<file path="src/rtl/mul_div_unit.sv">
// RV32M execute-stage multiply/divide unit: single-cycle multiply, 32-step restoring divide.
// BUSY stalls the pipeline while an op is in flight; DONE pulses with the registered RESULT.
module mul_div_unit #(
  parameter int XLEN = 32
) (
  input  logic            CLK,
  input  logic            RESET,
  input  logic            START,
  input  logic [2:0]      FUNCT3,
  input  logic [XLEN-1:0] DATA1,
  input  logic [XLEN-1:0] DATA2,
  output logic [XLEN-1:0] RESULT,
  output logic            BUSY,
  output logic            DONE
);

  typedef enum logic [2:0] {
    S_IDLE,
    S_MUL,
    S_SPECIAL,
    S_DIV,
    S_FIX
  } state_t;

  localparam logic [XLEN-1:0] INT_MIN = {1'b1, {(XLEN-1){1'b0}}};

  state_t          state;
  logic [XLEN-1:0] opa_p0;
  logic [XLEN-1:0] opb_p0;
  logic [1:0]      fn_p0;
  logic [XLEN:0]   rem_p1;
  logic [XLEN-1:0] quo_p1;
  logic [XLEN-1:0] dvs_p1;
  logic [4:0]      cnt_p1;
  logic            neg_q_p1;
  logic            neg_r_p1;

  logic sgn_in;
  logic special_in;

  function automatic logic [XLEN-1:0] mag(input logic [XLEN-1:0] v, input logic sgn);
    return (sgn && v[XLEN-1]) ? -v : v;
  endfunction

  function automatic logic [XLEN-1:0] cond_neg(input logic [XLEN-1:0] v, input logic neg);
    return neg ? -v : v;
  endfunction

  // fn: 00 MUL, 01 MULH, 10 MULHSU, 11 MULHU
  function automatic logic [XLEN-1:0] mul_word(input logic [XLEN-1:0] a,
                                               input logic [XLEN-1:0] b,
                                               input logic [1:0]      fn);
    logic signed [2*XLEN-1:0] a_w;
    logic signed [2*XLEN-1:0] b_w;
    logic signed [2*XLEN-1:0] prod;
    logic a_s;
    logic b_s;
    a_s  = (fn == 2'b01) || (fn == 2'b10);
    b_s  = (fn == 2'b01);
    a_w  = {{XLEN{a_s & a[XLEN-1]}}, a};
    b_w  = {{XLEN{b_s & b[XLEN-1]}}, b};
    prod = a_w * b_w;
    return (fn == 2'b00) ? prod[XLEN-1:0] : prod[2*XLEN-1:XLEN];
  endfunction

  function automatic logic [XLEN-1:0] special_word(input logic [XLEN-1:0] dividend,
                                                   input logic            is_rem,
                                                   input logic            dvs_zero);
    if (dvs_zero)
      return is_rem ? dividend : '1;
    return is_rem ? '0 : INT_MIN;
  endfunction

  // One restoring step: shift in the next dividend bit, subtract when it fits.
  function automatic logic [2*XLEN:0] div_step(input logic [XLEN:0]   rem,
                                               input logic [XLEN-1:0] quo,
                                               input logic [XLEN-1:0] dvs);
    logic [XLEN:0] cand;
    logic          ge;
    cand = {rem[XLEN-1:0], quo[XLEN-1]};
    ge   = rem[XLEN] || (cand >= {1'b0, dvs});
    return {(ge ? cand - {1'b0, dvs} : cand), quo[XLEN-2:0], ge};
  endfunction

  always_comb begin
    sgn_in     = ~FUNCT3[0];
    special_in = (DATA2 == '0) || (sgn_in && (DATA1 == INT_MIN) && (DATA2 == '1));
  end

  always_ff @(posedge CLK) begin
    if (RESET) begin
      state    <= S_IDLE;
      RESULT   <= '0;
      BUSY     <= 1'b0;
      DONE     <= 1'b0;
      opa_p0   <= '0;
      opb_p0   <= '0;
      fn_p0    <= '0;
      rem_p1   <= '0;
      quo_p1   <= '0;
      dvs_p1   <= '0;
      cnt_p1   <= '0;
      neg_q_p1 <= 1'b0;
      neg_r_p1 <= 1'b0;
    end else begin
      DONE <= 1'b0;
      case (state)
        // stage p0: accept and latch operands
        S_IDLE: begin
          if (START) begin
            opa_p0 <= DATA1;
            opb_p0 <= DATA2;
            fn_p0  <= FUNCT3[1:0];
            BUSY   <= 1'b1;
            if (!FUNCT3[2]) begin
              state <= S_MUL;
            end else if (special_in) begin
              state <= S_SPECIAL;
            end else begin
              state    <= S_DIV;
              rem_p1   <= '0;
              quo_p1   <= mag(DATA1, sgn_in);
              dvs_p1   <= mag(DATA2, sgn_in);
              cnt_p1   <= '0;
              neg_q_p1 <= sgn_in & (DATA1[XLEN-1] ^ DATA2[XLEN-1]);
              neg_r_p1 <= sgn_in & DATA1[XLEN-1];
            end
          end
        end
        S_MUL: begin
          RESULT <= mul_word(opa_p0, opb_p0, fn_p0);
          BUSY   <= 1'b0;
          DONE   <= 1'b1;
          state  <= S_IDLE;
        end
        S_SPECIAL: begin
          RESULT <= special_word(opa_p0, fn_p0[1], opb_p0 == '0);
          BUSY   <= 1'b0;
          DONE   <= 1'b1;
          state  <= S_IDLE;
        end
        // stage p1: iterate, one quotient bit per cycle
        S_DIV: begin
          {rem_p1, quo_p1} <= div_step(rem_p1, quo_p1, dvs_p1);
          cnt_p1           <= cnt_p1 + 5'd1;
          if (cnt_p1 == 5'd31)
            state <= S_FIX;
        end
        // stage p2: sign fix-up and result
        S_FIX: begin
          RESULT <= fn_p0[1] ? cond_neg(rem_p1[XLEN-1:0], neg_r_p1)
                             : cond_neg(quo_p1, neg_q_p1);
          BUSY   <= 1'b0;
          DONE   <= 1'b1;
          state  <= S_IDLE;
        end
        default: state <= S_IDLE;
      endcase
    end
  end

endmodule

</file>
<file path="config.mk">
export PLATFORM = sky130hd
export DESIGN_NAME = mul_div_unit
export DESIGN_NICKNAME = d
export VERILOG_FILES = /design/src/rtl/mul_div_unit.sv
export SDC_FILE = /design/constraint.sdc
export NUM_CORES = 2
export LEC_CHECK = 0
export CORE_AREA = 2 2 456 458
export DETAILED_ROUTE_END_ITERATION = 10
export DIE_AREA = 0 0 458 460
export SLEW_MARGIN = 20
export SYNTH_ARGS = -nofsm -noshare
export SYNTH_HDL_FRONTEND = slang
export SYNTH_SLANG_ARGS = --single-unit
</file>
<file path="constraint.sdc">
create_clock -name CLK -period 8.6 [get_ports CLK]
set_clock_uncertainty 0.15 [all_clocks]
set_input_delay 1.29 -clock CLK [delete_from_list [all_inputs] [get_ports CLK]]
set_output_delay 1.29 -clock CLK [all_outputs]
set_load 0.02 [all_outputs]
</file>
# == Word level (Yosys, flattened, before mapping) ==
# Index checks and enable logic that the tools add are counted.
# word_totals
register_bits,207
in_bits,70
output_inout_bits,34
# classes
n_addsub,6
n_mul,1
magnitude_cmp,1
n_eq_ne,13
n_mux,35
bitwise,7
reduce_logical,20
# ops
op,count
$mux W32,13
$mux W33,4
$neg A32 Y32,4
$pmux W32 S3,1
$pmux W33 S2,1
$eq A32 B32 Y1 const B,2
$logic_not A32 Y1,2
$mul A33 B33 Y64,1
$pmux W32 S2,1
$ge A33 B32 Y1,1
$sub A33 B32 Y33,1
$mux W5,3
$pmux W5 S2,1
$ne A2 B2 Y1 const B,4
$reduce_and A4 Y1,2
$eq A3 B2 Y1 const B,2
$mux W1,6
$mux W3,2
$pmux W3 S2,1
$reduce_and A2 Y1,3
$add A5 B1 Y5 const B,1
$eq A5 B5 Y1 const B,1
$and A1 B1 Y1,4
$logic_and A1 B1 Y1,4
other kinds (14),18

# == Longest topological paths before layout ==
# logic_depth
word_depth,8
depth_mapped,33
depth_no_buf,30

# == Worst setup path before layout ==
# OpenSTA, ideal clock, no wires.
# synth_timing
kind,register -> register
start,register fn_p0[1]
end,register RESULT[27]
setup_time_ns,0.114
arrival_ns,9.066
t_required_ns,8.336
setup_slack_ns,-0.729
path_stages_with_launch,33
n_path_buf,3
synth_period_minus_slack_ns,9.329
cell_sequence,dfxtp_1 > inv_1 > clkbuf_1 > ha_1 > and2_0 > clkbuf_1 > nand2_1 > inv_1 > fa_1 > inv_1 > fa_1 > inv_1 > fa_1 > fa_1 > inv_1 > fa_1 > inv_1 > fa_1 > inv_1 > fa_1 > fa_1 > inv_1 > ha_1 > clkbuf_1 > nand2_1 > nor3_1 > nand3_1 > or3_1 > o21ai_0 > a21boi_1 > or4b_2 > and4_1 > a21o_1
# synth_between
elab_chain_len,6
# synth_lines
element,line_no,rtl
"start, declared",30,logic [1:0] fn_p0;
"start signal, assigned",113,fn_p0 <= FUNCT3[1:0];
$eq A2 B1 Y1 or $eq A2 B2 Y1 (tied branches),"58, 59",
$logic_or A1 B1 Y1,58,a_s = (fn == 2'b01) || (fn == 2'b10);
$and A1 B1 Y1,60,"a_w = {{XLEN{a_s & a[XLEN-1]}}, a};"
$mul A33 B33 Y64,62,prod = a_w * b_w;
$mux W32,63,return (fn == 2'b00) ? prod[XLEN-1:0] : prod[2*XLEN-1:XLEN];
$pmux W32 S3 (*),107,case (state)
"end signal, assigned",131,"RESULT <= mul_word(opa_p0, opb_p0, fn_p0);"
"end signal, assigned",137,"RESULT <= special_word(opa_p0, fn_p0[1], opb_p0 == '0);"
"end signal, assigned",151,"RESULT <= fn_p0[1] ? cond_neg(rem_p1[XLEN-1:0], neg_r_p1)"
"end, declared",12,"output logic [XLEN-1:0] RESULT,"
# Every way passes the cells marked *; elsewhere a longest branch is shown, timed or not. The select of a mux whose other input is x is not followed.
# A chain may end at the register's enable or synchronous reset.

# == Worst setup path in the final report ==
# layout_timing
start,register opa_p0[16]
end,register RESULT[11]
# layout_between
elab_chain_len,3
# layout_lines
element,line_no,rtl
"start, declared",28,logic [XLEN-1:0] opa_p0;
"start signal, assigned",96,opa_p0 <= '0;
"start signal, assigned",111,opa_p0 <= DATA1;
$mul A33 B33 Y64,62,
$mux W32,63,
$pmux W32 S3,107,
# No other way between the ends.

==> results.ini <==
[grt]
overflow=0
grt_max_degree=80
antenna_found_initial=4
grt_usage_pct=15.32
grt_pass1_vias=43800
grt_pass1_wl_mm=255.2

[cts]
worstSkewPairLatency_ns=0.57
clockBufferDepth=3
cts_sinks=207
cts_tree=done
path_clk_slew_ns=0.07
cts_inserted_buffers=26
cts_max_level=1
cts-hold-fix-buffers=0
cts_root_buf=clkbuf_16

[hold_path]
hold_start=RESULT[24]
hold_class=reg2reg

[yosys]
ys_async_sr_fraction_pct=0
synth_area_leaders=fa_1 (44%), inv_1 (9.2%), dfxtp_1 (8.1%)
yosysWarnings=0
synth_nets=7526
synthCells=6077
seq_area_frac_synth_pct=8.093
yosysUniqueCellTypes=77
syn_area_um2=51200
synth.largest_area_cell=fa_1
ys_seq_elements=207
ys.flop_type=dfxtp_1
avgSynthCellArea_um2=8.426
synth_edf_count=0
synthDominantCellAreaShare_pct=44.02

[power_and_ir_drop]
combPwrFrac_pct=56.2
switching_share_pct=46.25
clkPwrFrac_pct=22.6
p_per_area_nw_per_um2=94.15
p_leak_uw=0.02542
internal-power_uw=2917
finalPower_uw=5426
vdd_drop_max_uv=136.1
seq_power_share_pct=21.2
p_sw_uw=2510

[die]
die_height_um=460
die-area_um2=210700
pin_count=104
rows=167
initial_utilization_pct=24.85
core_area_um2=206000
die_width_um=458

[setup_path]
critPathLaunch=opa_p0[16]
critPathCapture=RESULT[11]
cp_data_arrival_time_ns=8.70
required_ns=8.87
r2r-end=RESULT[11]
critPathKind=reg2reg
ff2ff_setup_slack_ns=0.17
critical_path_peak_fanout=21
worstSetupEndpointType=register
reg2reg_depth=24
cp-start-kind=register
r2r-start=opa_p0[16]

[timing]
fin_crit_ns=8.428
hold_viol_final=0
slew-limit-headroom_pct=27.97
worstMarginPinSlew_ns=1.078
fmax_mhz=118.7
drv_slew=0
setup_viol=0
setup-tns-final_ns=0
holdWs_ns=0.2958
fin_crit_sh_pct=98.00
rsz0062_at_grt=true

[drt]
drtIter0Drc=2966
routedWlPerCell_um=18.30
dr_total_vias=41300
ant_nets=0
dr.pass1.iters=11
vias_per_cell=4.714
wl_mm=160.4
drc=1

[outcome]
run_status=finished, violations left
violations=DRC

[place]
numPortBuffers=103
place_congestion=0.9433
dp_hpwl_mm=131.9

[final_layout]
fin_util_pct=27.98
fill_cells=22060
nets=7485
area_growth_pct=12.57
drive_above_1_share_pct=5.829

[run]
max-cap-violations=0

timing repair:
| item | CTS | global route |
|---|---|---|
| setup endpoints to repair | 4 | 22 |
| pin swaps | 0 | 20 |
| buffers inserted | 0 | 11 |
| gates resized for setup | 4 | 46 |
layout make-up:
cell class / count / area, µm² / area share [%]
antenna: 1 / 2.502 / 0.004342
timing repair buffer: 318 / 3299 / 5.725
tap: 2704 / 3383 / 5.870
clock buffer: 34 / 740.7 / 1.285
inverter: 1253 / 4711 / 8.173
multi-input combinational: 4230 / 41140 / 71.38
sequential: 207 / 4150 / 7.201
clock inverter: 14 / 207.7 / 0.3604
per-stage QoR:
step | cells | worst slack, ns | cell area, µm²
3_3_place_gp | 8701 | -0.03872 | 56410
3_5_place_dp | 8701 | -0.02533 | 56410
6_report | 8761 | 0.1721 | 57640
5_1_grt | 8760 | -0.1038 | 57630
2_1_floorplan | 6077 | 0.03056 | 51270
4_1_cts | 8749 | 0.02717 | 57360
state kept, by name (all words and copies together) (netlist names), 2 cells and up:
| name | flops |
|---|---|
| quo_p1 | 32 |
| opb_p0 | 32 |
| opa_p0 | 32 |
| dvs_p1 | 32 |
| RESULT | 32 |
| fn_p0 | 2 |
| cnt_p1 | 5 |
| state | 3 |
| rem_p1 | 33 |
cells by family after synthesis:
group	synth area share, %
AOI/OAI and AO/OA	9.024
xor gates and xnor gates	3.609
adders and majority gates	50.21
buffers and inverters	12.07
DFF	8.093
muxes	0.4032
and+or+nand+nor	16.60
cell usage in the layout (no fill, tap or decap), types with 18 or more instances in the layout:
| master | instances |
|---|---|
| a31oi_1 | 18 |
| nand3_1 | 45 |
| clkbuf_16 | 26 |
| nor3_1 | 56 |
| fa_1 | 1118 |
| xnor2_1 | 112 |
| a211oi_1 | 47 |
| a21o_1 | 37 |
| nand4_1 | 25 |
| xor2_1 | 98 |
| dfxtp_1 | 202 |
| ha_1 | 247 |
| clkdlybuf4s50_1 | 102 |
| o21a_1 | 19 |
| a222oi_1 | 28 |
| o21ai_0 | 139 |
| nand2_1 | 1080 |
| a21oi_1 | 263 |
| buf_4 | 160 |
| o31ai_1 | 25 |
| inv_1 | 1246 |
| o211ai_1 | 18 |
| and2_1 | 282 |
| nor2_1 | 238 |
| buf_12 | 51 |
| nand2b_1 | 22 |
| and3_1 | 26 |
| nor4_1 | 23 |
worst max-delay path, stage by stage, from the launching register on:
cell	delay [ns]
dfxtp_1	0.65
buf_4	0.39
nand2_1	0.14
fa_1	0.56
inv_1	0.06
fa_1	0.41
fa_1	0.51
inv_1	0.05
fa_1	0.48
fa_1	0.59
fa_1	0.46
fa_1	0.52
inv_1	0.06
fa_1	0.44
ha_1	0.32
a21o_1	0.22
a21o_1	0.18
a21o_1	0.19
a2111oi_0	0.49
o21ai_0	0.28
nor2_1	0.37
xnor2_2	0.18
a211oi_1	0.35
buf_4	0.17
nor3_1	0.04
routing by layer:
metal / vias up / wire length (µm) / global-route usage (%)
met2: 1337 / 76530 / 25.83
met1: 21390 / 68140 / 20.36
met3: 263 / 9466 / 1.853
li1: 18310 / - / -
met5: - / 9 / 0
met4: 2 / 6204 / 4.945
worst min-delay path by stage:
stage	endpoint	slack [ns]	depth (start not counted)
2_1_floorplan	rem_p1[32]	0.28	2
3_3_place_gp	RESULT[24]	0.28	2
3_5_place_dp	RESULT[24]	0.28	2
4_1_cts	RESULT[24]	0.29	2
5_1_grt	RESULT[24]	0.32	2
6_report	RESULT[24]	0.30	2
synth_stat cells, types with 7 or more instances:
library cell / n
o221ai_1: 11
nand2b_1: 22
a222oi_1: 28
inv_1: 1253
dfxtp_1: 207
ha_1: 253
o21a_1: 19
o21bai_1: 15
a31oi_1: 19
buf_1: 7
nor3_1: 59
nand3_1: 46
xor2_1: 98
o21ai_0: 143
mux2i_1: 15
and2_1: 283
nand2_1: 1082
a21o_1: 37
xnor2_1: 113
clkbuf_1: 372
a22oi_1: 8
or3_1: 10
nor3b_1: 7
o211ai_1: 18
a2111oi_0: 7
nand4_1: 25
or4_1: 10
nor4_1: 23
fa_1: 1126
a21oi_1: 265
o41ai_1: 13
a211oi_1: 50
nor2b_1: 13
a221oi_1: 12
nand3b_1: 8
nor2_1: 238
and3_1: 29
or2_2: 15
o31ai_1: 25
power by group through the flow:
stage | Sequential (µW) | Combinational (µW) | Clock, µW
floorplan | 1120 | 1830 | 0
global placement | 1170 | 2970 | 0
detailed placement | 1170 | 2980 | 0
CTS | 1150 | 3010 | 1240
global route | 1150 | 3350 | 1280
finish | 1150 | 3050 | 1230
(Power assumes the default switching activity.)
